`config.mk`:
```
export PLATFORM = sky130hd
export DESIGN_NAME = ctrl_sequencer
export DESIGN_NICKNAME = d
export VERILOG_FILES = /design/src/rtl/ctrl_pkg.sv /design/src/rtl/ctrl_sequencer_phase_counter.sv /design/src/rtl/ctrl_sequencer.sv
export SDC_FILE = /design/constraint.sdc
export NUM_CORES = 1
export LEC_CHECK = 0
export BUFFER_PORTS_ARGS = -buffer_cell sky130_fd_sc_hd__buf_2
export CAP_MARGIN = 5
export CORE_AREA = 2 2 39 41
export CTS_CLUSTER_DIAMETER = 100
export CTS_CLUSTER_SIZE = 8
export DETAILED_ROUTE_END_ITERATION = 12
export DIE_AREA = 0 0 41 43
export HOLD_SLACK_MARGIN = 0.08
export PLACE_DENSITY = 0.67
export SYNTH_ARGS = -nofsm -noshare
export SYNTH_HDL_FRONTEND = slang
export SYNTH_SLANG_ARGS = --single-unit
export TNS_END_PERCENT = 20
```
`constraint.sdc`:
```
create_clock -name clk -period 2.65 [get_ports clk]
set_input_delay 0.3975 -clock clk [delete_from_list [all_inputs] [get_ports clk]]
set_output_delay 0.3975 -clock clk [all_outputs]
set_load 0.05 [all_outputs]
```
`src/rtl/ctrl_pkg.sv`:
```
// ctrl_pkg: shared constants for the accumulator-CPU sequencer.
//   Opcode values (instruction bits [7:5]), phase names of the 8-phase
//   fetch/execute cycle, and is_aluop() which flags the opcodes whose result
//   comes back through the alu into the accumulator.
package ctrl_pkg;

   localparam int CTRL_OPCODE_W = 3;
   localparam int CTRL_PHASE_W  = 3;

   localparam logic [2:0] OP_HLT = 3'd0;
   localparam logic [2:0] OP_SKZ = 3'd1;
   localparam logic [2:0] OP_ADD = 3'd2;
   localparam logic [2:0] OP_AND = 3'd3;
   localparam logic [2:0] OP_XOR = 3'd4;
   localparam logic [2:0] OP_LDA = 3'd5;
   localparam logic [2:0] OP_STO = 3'd6;
   localparam logic [2:0] OP_JMP = 3'd7;

   localparam logic [2:0] PH_INST_ADDR  = 3'd0;
   localparam logic [2:0] PH_INST_FETCH = 3'd1;
   localparam logic [2:0] PH_INST_LOAD  = 3'd2;
   localparam logic [2:0] PH_IDLE       = 3'd3;
   localparam logic [2:0] PH_OP_ADDR    = 3'd4;
   localparam logic [2:0] PH_OP_FETCH   = 3'd5;
   localparam logic [2:0] PH_ALU_OP     = 3'd6;
   localparam logic [2:0] PH_STORE      = 3'd7;

   function automatic logic is_aluop(input logic [2:0] op);
      return (op == OP_ADD) || (op == OP_AND) || (op == OP_XOR) || (op == OP_LDA);
   endfunction

endpackage

```
`src/rtl/ctrl_sequencer_phase_counter.sv`:
```
// phase_counter: free-running phase counter for the sequencer.
//   Ports:
//     i_clk     clock, all updates on posedge
//     i_rst     synchronous active-high reset (to phase 0), beats everything
//     i_en      advance enable
//     i_freeze  hold request (halt / single-step park), overrides i_en
//     o_phase   current phase, wraps at 2**PHASE_W
module phase_counter
   import ctrl_pkg::*;
#(
   parameter int PHASE_W = CTRL_PHASE_W
) (
   input  logic               i_clk,
   input  logic               i_rst,
   input  logic               i_en,
   input  logic               i_freeze,
   output logic [PHASE_W-1:0] o_phase
);

   logic [PHASE_W-1:0] r_phase;

   always_ff @(posedge i_clk) begin
      if (i_rst) begin
         r_phase <= '0;
      end else if (i_en && !i_freeze) begin
         r_phase <= r_phase + PHASE_W'(1);
      end
   end

   assign o_phase = r_phase;

endmodule

```
`src/rtl/ctrl_sequencer.sv`:
```
// ctrl_sequencer: instruction sequencer/decoder for the 8-bit accumulator CPU.
//   Steps an 8-phase fetch/execute cycle, latches the opcode for the alu and
//   decodes all datapath strobes combinationally from (phase, opcode, zero_q).
//
//   phase | meaning
//   ------+----------------------------------------------
//     0   | PH_INST_ADDR  : PC onto address bus
//     1   | PH_INST_FETCH : read instruction
//     2   | PH_INST_LOAD  : load IR
//     3   | PH_IDLE       : IR settles, opcode captured on exit
//     4   | PH_OP_ADDR    : inc PC; HLT sets halt on exit
//     5   | PH_OP_FETCH   : operand read; a_is_zero captured on exit
//     6   | PH_ALU_OP     : alu op / SKZ skip / JMP / STO drive
//     7   | PH_STORE      : accumulator load / JMP / STO write
//
//   Ports: clk, rst (sync, active-high), en (advance enable), ir_opcode,
//   a_is_zero, [step]; outputs opcode, phase, sel, rd, ld_ir, inc_pc, ld_pc,
//   ld_ac, wr, data_e, halt (sticky until rst).
//
//   Build option CTRL_SINGLE_STEP_EN: adds input step; the 0->1 advance also
//   requires step=1, so each step pulse runs one complete instruction.
module ctrl_sequencer
   import ctrl_pkg::*;
#(
   parameter int OPCODE_W = CTRL_OPCODE_W,
   parameter int PHASE_W  = CTRL_PHASE_W
) (
   input  logic                clk,
   input  logic                rst,
   input  logic                en,
   input  logic [OPCODE_W-1:0] ir_opcode,
   input  logic                a_is_zero,
`ifdef CTRL_SINGLE_STEP_EN
   input  logic                step,
`endif
   output logic [OPCODE_W-1:0] opcode,
   output logic [PHASE_W-1:0]  phase,
   output logic                sel,
   output logic                rd,
   output logic                ld_ir,
   output logic                inc_pc,
   output logic                ld_pc,
   output logic                ld_ac,
   output logic                wr,
   output logic                data_e,
   output logic                halt
);

   logic [OPCODE_W-1:0] r_opcode;
   logic                r_zero_q;
   logic                r_halt;
   logic [PHASE_W-1:0]  w_phase;
   logic                w_step_park;
   logic                w_hold;
   logic                w_adv;
   logic                w_aluop;

`ifdef CTRL_SINGLE_STEP_EN
   assign w_step_park = (w_phase == PH_INST_ADDR) && !step;
`else
   assign w_step_park = 1'b0;
`endif

   assign w_hold = r_halt || w_step_park;
   // Latches move only on an actual phase advance, so en=0 freezes them too.
   assign w_adv  = en && !w_hold;

   phase_counter #(.PHASE_W(PHASE_W)) u_phase_counter (
      .i_clk    (clk),
      .i_rst    (rst),
      .i_en     (en),
      .i_freeze (w_hold),
      .o_phase  (w_phase)
   );

   always_ff @(posedge clk) begin
      if (rst) begin
         r_opcode <= '0;
         r_zero_q <= 1'b0;
         r_halt   <= 1'b0;
      end else if (w_adv) begin
         if (w_phase == PH_IDLE)     r_opcode <= ir_opcode;
         if (w_phase == PH_OP_FETCH) r_zero_q <= a_is_zero;
         if (w_phase == PH_OP_ADDR && r_opcode == OP_HLT) r_halt <= 1'b1;
      end
   end

   assign w_aluop = is_aluop(r_opcode);

   always_comb begin
      sel    = 1'b0;
      rd     = 1'b0;
      ld_ir  = 1'b0;
      inc_pc = 1'b0;
      ld_pc  = 1'b0;
      ld_ac  = 1'b0;
      wr     = 1'b0;
      data_e = 1'b0;
      case (w_phase)
         PH_INST_ADDR:  sel = 1'b1;
         PH_INST_FETCH: begin
            sel = 1'b1;
            rd  = 1'b1;
         end
         PH_INST_LOAD, PH_IDLE: begin
            sel   = 1'b1;
            rd    = 1'b1;
            ld_ir = 1'b1;
         end
         PH_OP_ADDR:    inc_pc = 1'b1;
         PH_OP_FETCH:   rd = w_aluop;
         PH_ALU_OP: begin
            rd     = w_aluop;
            inc_pc = (r_opcode == OP_SKZ) && r_zero_q;
            ld_pc  = (r_opcode == OP_JMP);
            data_e = (r_opcode == OP_STO);
         end
         PH_STORE: begin
            rd     = w_aluop;
            ld_ac  = w_aluop;
            ld_pc  = (r_opcode == OP_JMP);
            wr     = (r_opcode == OP_STO);
            data_e = (r_opcode == OP_STO);
         end
         default: ;
      endcase
      // A halted CPU drives no strobes at all.
      if (r_halt) begin
         sel    = 1'b0;
         rd     = 1'b0;
         ld_ir  = 1'b0;
         inc_pc = 1'b0;
         ld_pc  = 1'b0;
         ld_ac  = 1'b0;
         wr     = 1'b0;
         data_e = 1'b0;
      end
   end

   assign opcode = r_opcode;
   assign phase  = w_phase;
   assign halt   = r_halt;

endmodule

```
==> results of run 1 <==
==> registers in the layout, indices dropped and copies added (netlist names) <==
register	count
opcode	3
u_phase_counter.o_phase	3
halt	1
r_zero_q	1
==> cells by family after synthesis <==
logic type | after synthesis | share of synthesized area
mux | 2 | 0.0385
fa+ha+maj | 6 | 0.144
xor+xnor | 2 | 0.0337
compound gates | 9 | 0.115
simple gates | 27 | 0.274
buf+inv | 7 | 0.0865
flops | 8 | 0.308
==> critical path: stages (launching register included) <==
cell	delay, ns
dfxtp_1	0.48
ha_1	0.22
ha_1	0.17
a21oi_1	0.06
nor4_1	0.25
buf_2	0.31
==> layout make-up <==
type / count / area share
sequential: 8 / 0.250
clock buffer: 3 / 0.0352
timing repair buffer: 21 / 0.164
multi-input combinational: 46 / 0.502
tap: 16 / 0.0313
inverter: 3 / 0.0176
==> power groups by stage <==
stage	clock network, W	registers (W)	logic [W]
final	0.0000939	0.000140	0.000109
after detailed placement	0	0.000143	0.000110
after floorplan	0	0.000159	0.0000740
after global routing	0.000104	0.000142	0.000120
after global placement	0	0.000142	0.000110
after CTS	0.0000978	0.000140	0.000110
==> per-layer routing <==
metal / part of all wire / global-route usage / wire length (um) / up-vias
met2: 0.47 / 0.213 / 520 / 18
met4: 0 / 0.0933 / 0 / 0
met5: 0 / 0 / 0 / -
met3: 0.064 / 0.0471 / 71 / 0
met1: 0.46 / 0.198 / 513 / 232
li1: - / - / - / 252
==> cells in the final DEF (no fill, tap or decap), types with 2 or more instances in the layout <==
cell type | Yosys | layout
xnor2_1 | 2 | 2
ha_1 | 6 | 6
nand3_1 | 3 | 3
clkbuf_4 | 0 | 3
buf_2 | 0 | 21
mux2i_1 | 2 | 2
inv_1 | 3 | 3
a21oi_1 | 5 | 5
dfxtp_1 | 8 | 8
nand2_1 | 5 | 5
nor2_1 | 9 | 9
==> worst paths after layout <==
check / depth (start not counted) / to / slack [ns]
worst max-delay path: 5 / data_e / 0.50
worst min-delay path: 3 / r_zero_q$_SDFFE_PP0P_ / 0.37
worst max register to register: 5 / opcode[1]$_SDFFE_PP0P_ / 1.26
worst min register to register: 2 / r_zero_q$_SDFFE_PP0P_ / 0.51
==> through the flow <==
stage                     worst slack (ns)  cells  hold slack, ns
after detailed placement             0.779     94           0.500
after CTS                            0.491     97           0.372
after global routing                 0.374     97           0.398
final                                0.505     97           0.372
after global placement               0.809     94           0.491
after floorplan                     -0.477     61           0.464
==> impl_metrics.json, run 1 <==
{
  "hp-start": "a_is_zero",
  "netlist_instances": 61,
  "fin_crit_sh": 0.809,
  "tightest_slew_ns": 0.373,
  "hold_buffers": 0,
  "power_density_nw_per_um2": 536,
  "synth_ff_type": "dfxtp_1",
  "grt_use_total": 0.153,
  "internal-power_w": 0.000210,
  "drtPass1Iterations": 4,
  "hold_class": "input pin to flip-flop",
  "drt-wirelength-per-cell_um": 11.4,
  "cts_tree": "done",
  "multiInputGateArea_um2": 322,
  "grt_max_degree": 13,
  "hold_viol": 0,
  "critical_path_class": "flip-flop to output port",
  "min_period_ns": 2.15,
  "grt_pass1_vias": 448,
  "cts_inserted_buffers": 3,
  "fmax_ghz": 0.466,
  "p_leak_nw": 0.298,
  "hpwl_um": 850,
  "ys_ff_latch": 8,
  "timing.rr.start": "u_phase_counter.o_phase[0]$_SDFFE_PP0P_",
  "antenna_found_initial": 0,
  "dieArea_um2": 1760,
  "cts-resized-gates": 0,
  "slew_violations": 0,
  "synth_commonest_cells": "nor2_1, dfxtp_1, ha_1, a21oi_1, nand2_1",
  "cp.arrival_ns": 1.75,
  "n_antenna_cell": 0,
  "die_h_um": 43,
  "portBuffers": 21,
  "grt_pass1_wl_mm": 1.83,
  "synth.area.top_cells": "dfxtp_1, ha_1, nor2_1",
  "synthToLayoutAreaGrowth_pct": 23.1,
  "cts_buffer_depth": 2,
  "via_count": 502,
  "cts_sinks": 8,
  "final_layout_size_suffix_gt1_frac": 0.333,
  "yosysWarnings": 0,
  "ant_nets": 0,
  "power_w": 0.000343,
  "maxCapViolCount": 0,
  "initial_core_util": 0.376,
  "remaining_drc_errors": 0,
  "yosysMostFrequentCell": "nor2_1",
  "clkTransAtPathRegs_ns": 0.06,
  "routed_wl_mm": 1.10,
  "synth_fp_nets": 74,
  "clock_skew_ns": 0.00484,
  "fin_nets": 96,
  "syn_avg_cell_area_um2": 8.53,
  "htree_levels": 1,
  "async_flop_share": 0,
  "ir_drop_uv": 242,
  "drt_iter0_markers": 11,
  "ys_types": 25,
  "worstSkewPairLatency_ns": 0.25,
  "yosysTopAreaCellShare": 0.308,
  "viasPerCell": 5.18,
  "p_clk_frac": 0.274,
  "rsz0062_at_grt": "false",
  "setup_viol": 0,
  "p_sw_w": 0.000133,
  "grt-ovfl-total": 0,
  "place_area_um2": 618,
  "tns_ns": 0,
  "cp-end-kind": "output port",
  "rows": 14,
  "final_area_um2": 641,
  "fin_util": 0.463,
  "die_w_um": 41,
  "p_seq_frac": 0.408,
  "max-slew-margin-rel": 0.751,
  "status": "complete, no violations",
  "core_area_um2": 1380,
  "fill_cells": 155,
  "postCtsSetupBuffers": 0,
  "io_pins": 22,
  "required_ns": 2.25,
  "root_buffer": "clkbuf_4",
  "gp_congestion": 0.761,
  "ys_seq_area_frac": 0.308,
  "synth_area_leader_cell": "dfxtp_1",
  "synth_area_um2": 520,
  "synth_edf_count": 0,
  "comb_power_share": 0.318,
  "cp-start-kind": "flip-flop",
  "crit_path_max_fanout": 7,
  "p_sw_frac": 0.387,
  "regArea_um2": 160,
  "cp-startpoint": "u_phase_counter.o_phase[0]$_SDFFE_PP0P_"
}
No activity file was read; power rests on OpenSTA's default activity.
==> run 2, diff against run 1 <==
--- a/config.mk
+++ b/config.mk
@@ -7,13 +7,13 @@
 export LEC_CHECK = 0
 export BUFFER_PORTS_ARGS = -buffer_cell sky130_fd_sc_hd__buf_2
 export CAP_MARGIN = 5
-export CORE_AREA = 2 2 39 41
+export CORE_MARGIN = 2
+export CORE_UTILIZATION = 40
 export CTS_CLUSTER_DIAMETER = 100
 export CTS_CLUSTER_SIZE = 8
 export DETAILED_ROUTE_END_ITERATION = 12
-export DIE_AREA = 0 0 41 43
 export HOLD_SLACK_MARGIN = 0.08
-export PLACE_DENSITY = 0.67
+export PLACE_DENSITY = 0.71
 export SYNTH_ARGS = -nofsm -noshare
 export SYNTH_HDL_FRONTEND = slang
 export SYNTH_SLANG_ARGS = --single-unit
==> constraint.sdc (replaced) <==
create_clock -name clk -period 1.8 [get_ports clk]
set_input_delay 0.27 -clock clk [delete_from_list [all_inputs] [get_ports clk]]
set_output_delay 0.27 -clock clk [all_outputs]
set_load 0.05 [all_outputs]
==> run 2 against run 1 <==
- power is 61% higher
- die area shrank 8.9%
- sequential share of layout area down 2.4 points
- count of clock-buffer cells in the layout rose by 1
- wire length grew 18%
- sequential power grew 52%
- combinational power rose by 72%
- cell count unchanged
- critical path depth is the same
- design area increased by 22%
- clock power rose by 62%
- first-iteration DRC count decreased by 18%
==> impl_metrics.json, run 2 (same netlist as run 1, synthesis figures left out) <==
{
  "clkTransAtPathRegs_ns": 0.06,
  "htree_levels": 1,
  "grt_max_degree": 13,
  "tns_ns": 0,
  "p_sw_frac": 0.395,
  "comb_power_share": 0.339,
  "cts_sinks": 8,
  "hpwl_um": 926,
  "fin_nets": 97,
  "power_w": 0.000552,
  "max_stage_delay_ns": 0.38,
  "initial_core_util": 0.450,
  "r2r_cells": 5,
  "n_antenna_cell": 0,
  "fin_util": 0.674,
  "worstSkewPairLatency_ns": 0.26,
  "internal-power_w": 0.000334,
  "drt_iter0_markers": 9,
  "antenna_found_initial": 0,
  "hold_buffers": 0,
  "fin_crit_sh": 0.990,
  "hold_viol": 0,
  "portBuffers": 21,
  "grt_pass1_vias": 526,
  "power_density_nw_per_um2": 709,
  "remaining_drc_errors": 0,
  "final_area_um2": 779,
  "grt_pass1_wl_mm": 2.29,
  "rsz0062_at_grt": "true",
  "routed_wl_mm": 1.30,
  "path_cells": "ha_2 > ha_4 > a21oi_4 > nor4b_4 > buf_6",
  "ant_nets": 0,
  "ir_drop_uv": 510,
  "io_pins": 22,
  "drtPass1Iterations": 4,
  "max-slew-margin-rel": 0.793,
  "regToRegSetupSlack_ns": 0.54,
  "die_h_um": 40.1,
  "synthToLayoutAreaGrowth_pct": 49.8,
  "die_w_um": 40.1,
  "cp.arrival_ns": 1.51,
  "critical_path_class": "flip-flop to output port",
  "clock_skew_ns": 0.00355,
  "cp_top_family": "flip-flops",
  "worstReg2RegEnd": "opcode[2]$_SDFFE_PP0P_",
  "viasPerCell": 5.33,
  "fill_cells": 95,
  "slew_violations": 0,
  "cp-end-kind": "output port",
  "holdPathEnd": "r_zero_q$_SDFFE_PP0P_",
  "crit_path_max_fanout": 5,
  "p_seq_frac": 0.385,
  "maxCapViolCount": 0,
  "gp_congestion": 0.786,
  "required_ns": 1.53,
  "cts_buffer_depth": 2,
  "root_buffer": "clkbuf_4",
  "timing.rr.start": "u_phase_counter.o_phase[1]$_SDFFE_PP0P_",
  "cp-startpoint": "u_phase_counter.o_phase[1]$_SDFFE_PP0P_",
  "hold_class": "input pin to flip-flop",
  "p_clk_frac": 0.276,
  "layout_commonest_cell": "buf_2",
  "drt-wirelength-per-cell_um": 13.4,
  "p_sw_w": 0.000218,
  "grt_use_total": 0.220,
  "p_leak_nw": 0.307,
  "cp_num_buf_inv": 1,
  "cts_tree": "done",
  "core_area_um2": 1160,
  "slowest_stage": "dfxtp_4",
  "status": "complete, no violations",
  "cp-start-kind": "flip-flop",
  "dieArea_um2": 1610,
  "via_count": 517,
  "mostFrequentLayoutCells": "buf_2, nor2_1, nand2_1",
  "setup_viol": 0,
  "cts_inserted_buffers": 3,
  "min_period_ns": 1.78,
  "place_area_um2": 674,
  "min_path_cells": 3,
  "hp-start": "a_is_zero",
  "rows": 12,
  "tightest_slew_ns": 0.310,
  "fmax_ghz": 0.561,
  "grt-ovfl-total": 0,
  "final_layout_size_suffix_gt1_frac": 0.518
}
-- run 2: worst min-delay path, stage by stage --
cell	delay (ns)
buf_2	0.07
mux2i_1	0.05
nor2_1	0.07
-- run 2: area by class of cell --
class                      count  area [um2]  share of cell area
multi-input combinational     46         407               0.522
timing repair buffer          22         139               0.178
inverter                       3        13.8              0.0177
sequential                     8         176               0.226
clock buffer                   4        26.3              0.0337
tap                           14        17.5              0.0225
-- run 2: per-stage QoR --
step	cells	hold slack, ns	setup WS, ns
3_3_place_gp	92	0.491	0.0967
5_1_grt	97	0.248	-0.0685
3_5_place_dp	92	0.502	0.0823
6_report	97	0.244	0.0173
4_1_cts	97	0.237	-0.00620
2_1_floorplan	61	0.410	-0.0743
-- run 2: power groups by stage --
| stage | Sequential [W] | Clock, W | Combinational (W) |
|---|---|---|---|
| 2_1_floorplan | 0.000237 | 0 | 0.000116 |
| 3_3_place_gp | 0.000215 | 0 | 0.000167 |
| 3_5_place_dp | 0.000215 | 0 | 0.000167 |
| 4_1_cts | 0.000211 | 0.000158 | 0.000186 |
| 5_1_grt | 0.000215 | 0.000168 | 0.000203 |
| 6_report | 0.000213 | 0.000152 | 0.000187 |
-- run 2: timing repair --
action	CTS	global route
hold endpoints to repair	0	0
pin swaps	1	0
endpoints found under the setup margin	4	6
resized for setup	14	8
gates cloned	0	0
setup buffers	1	0
-- run 2: worst max path at each step --
stage	to	cells after the start
detailed placement	ld_pc	5
finish	ld_pc	5
global route	ld_pc	5
floorplan	ld_pc	4
global placement	inc_pc	6
CTS	inc_pc	6
-- run 2: per-layer routing --
| metal | vias to the layer above | share of wire | track usage | routed length, um |
|---|---|---|---|---|
| li1 | 256 | - | - | - |
| met3 | 0 | 0.058 | 0.0333 | 75 |
| met5 | - | 0 | 0 | 0 |
| met2 | 28 | 0.49 | 0.375 | 637 |
| met4 | 0 | 0 | 0.129 | 0 |
| met1 | 233 | 0.45 | 0.257 | 585 |
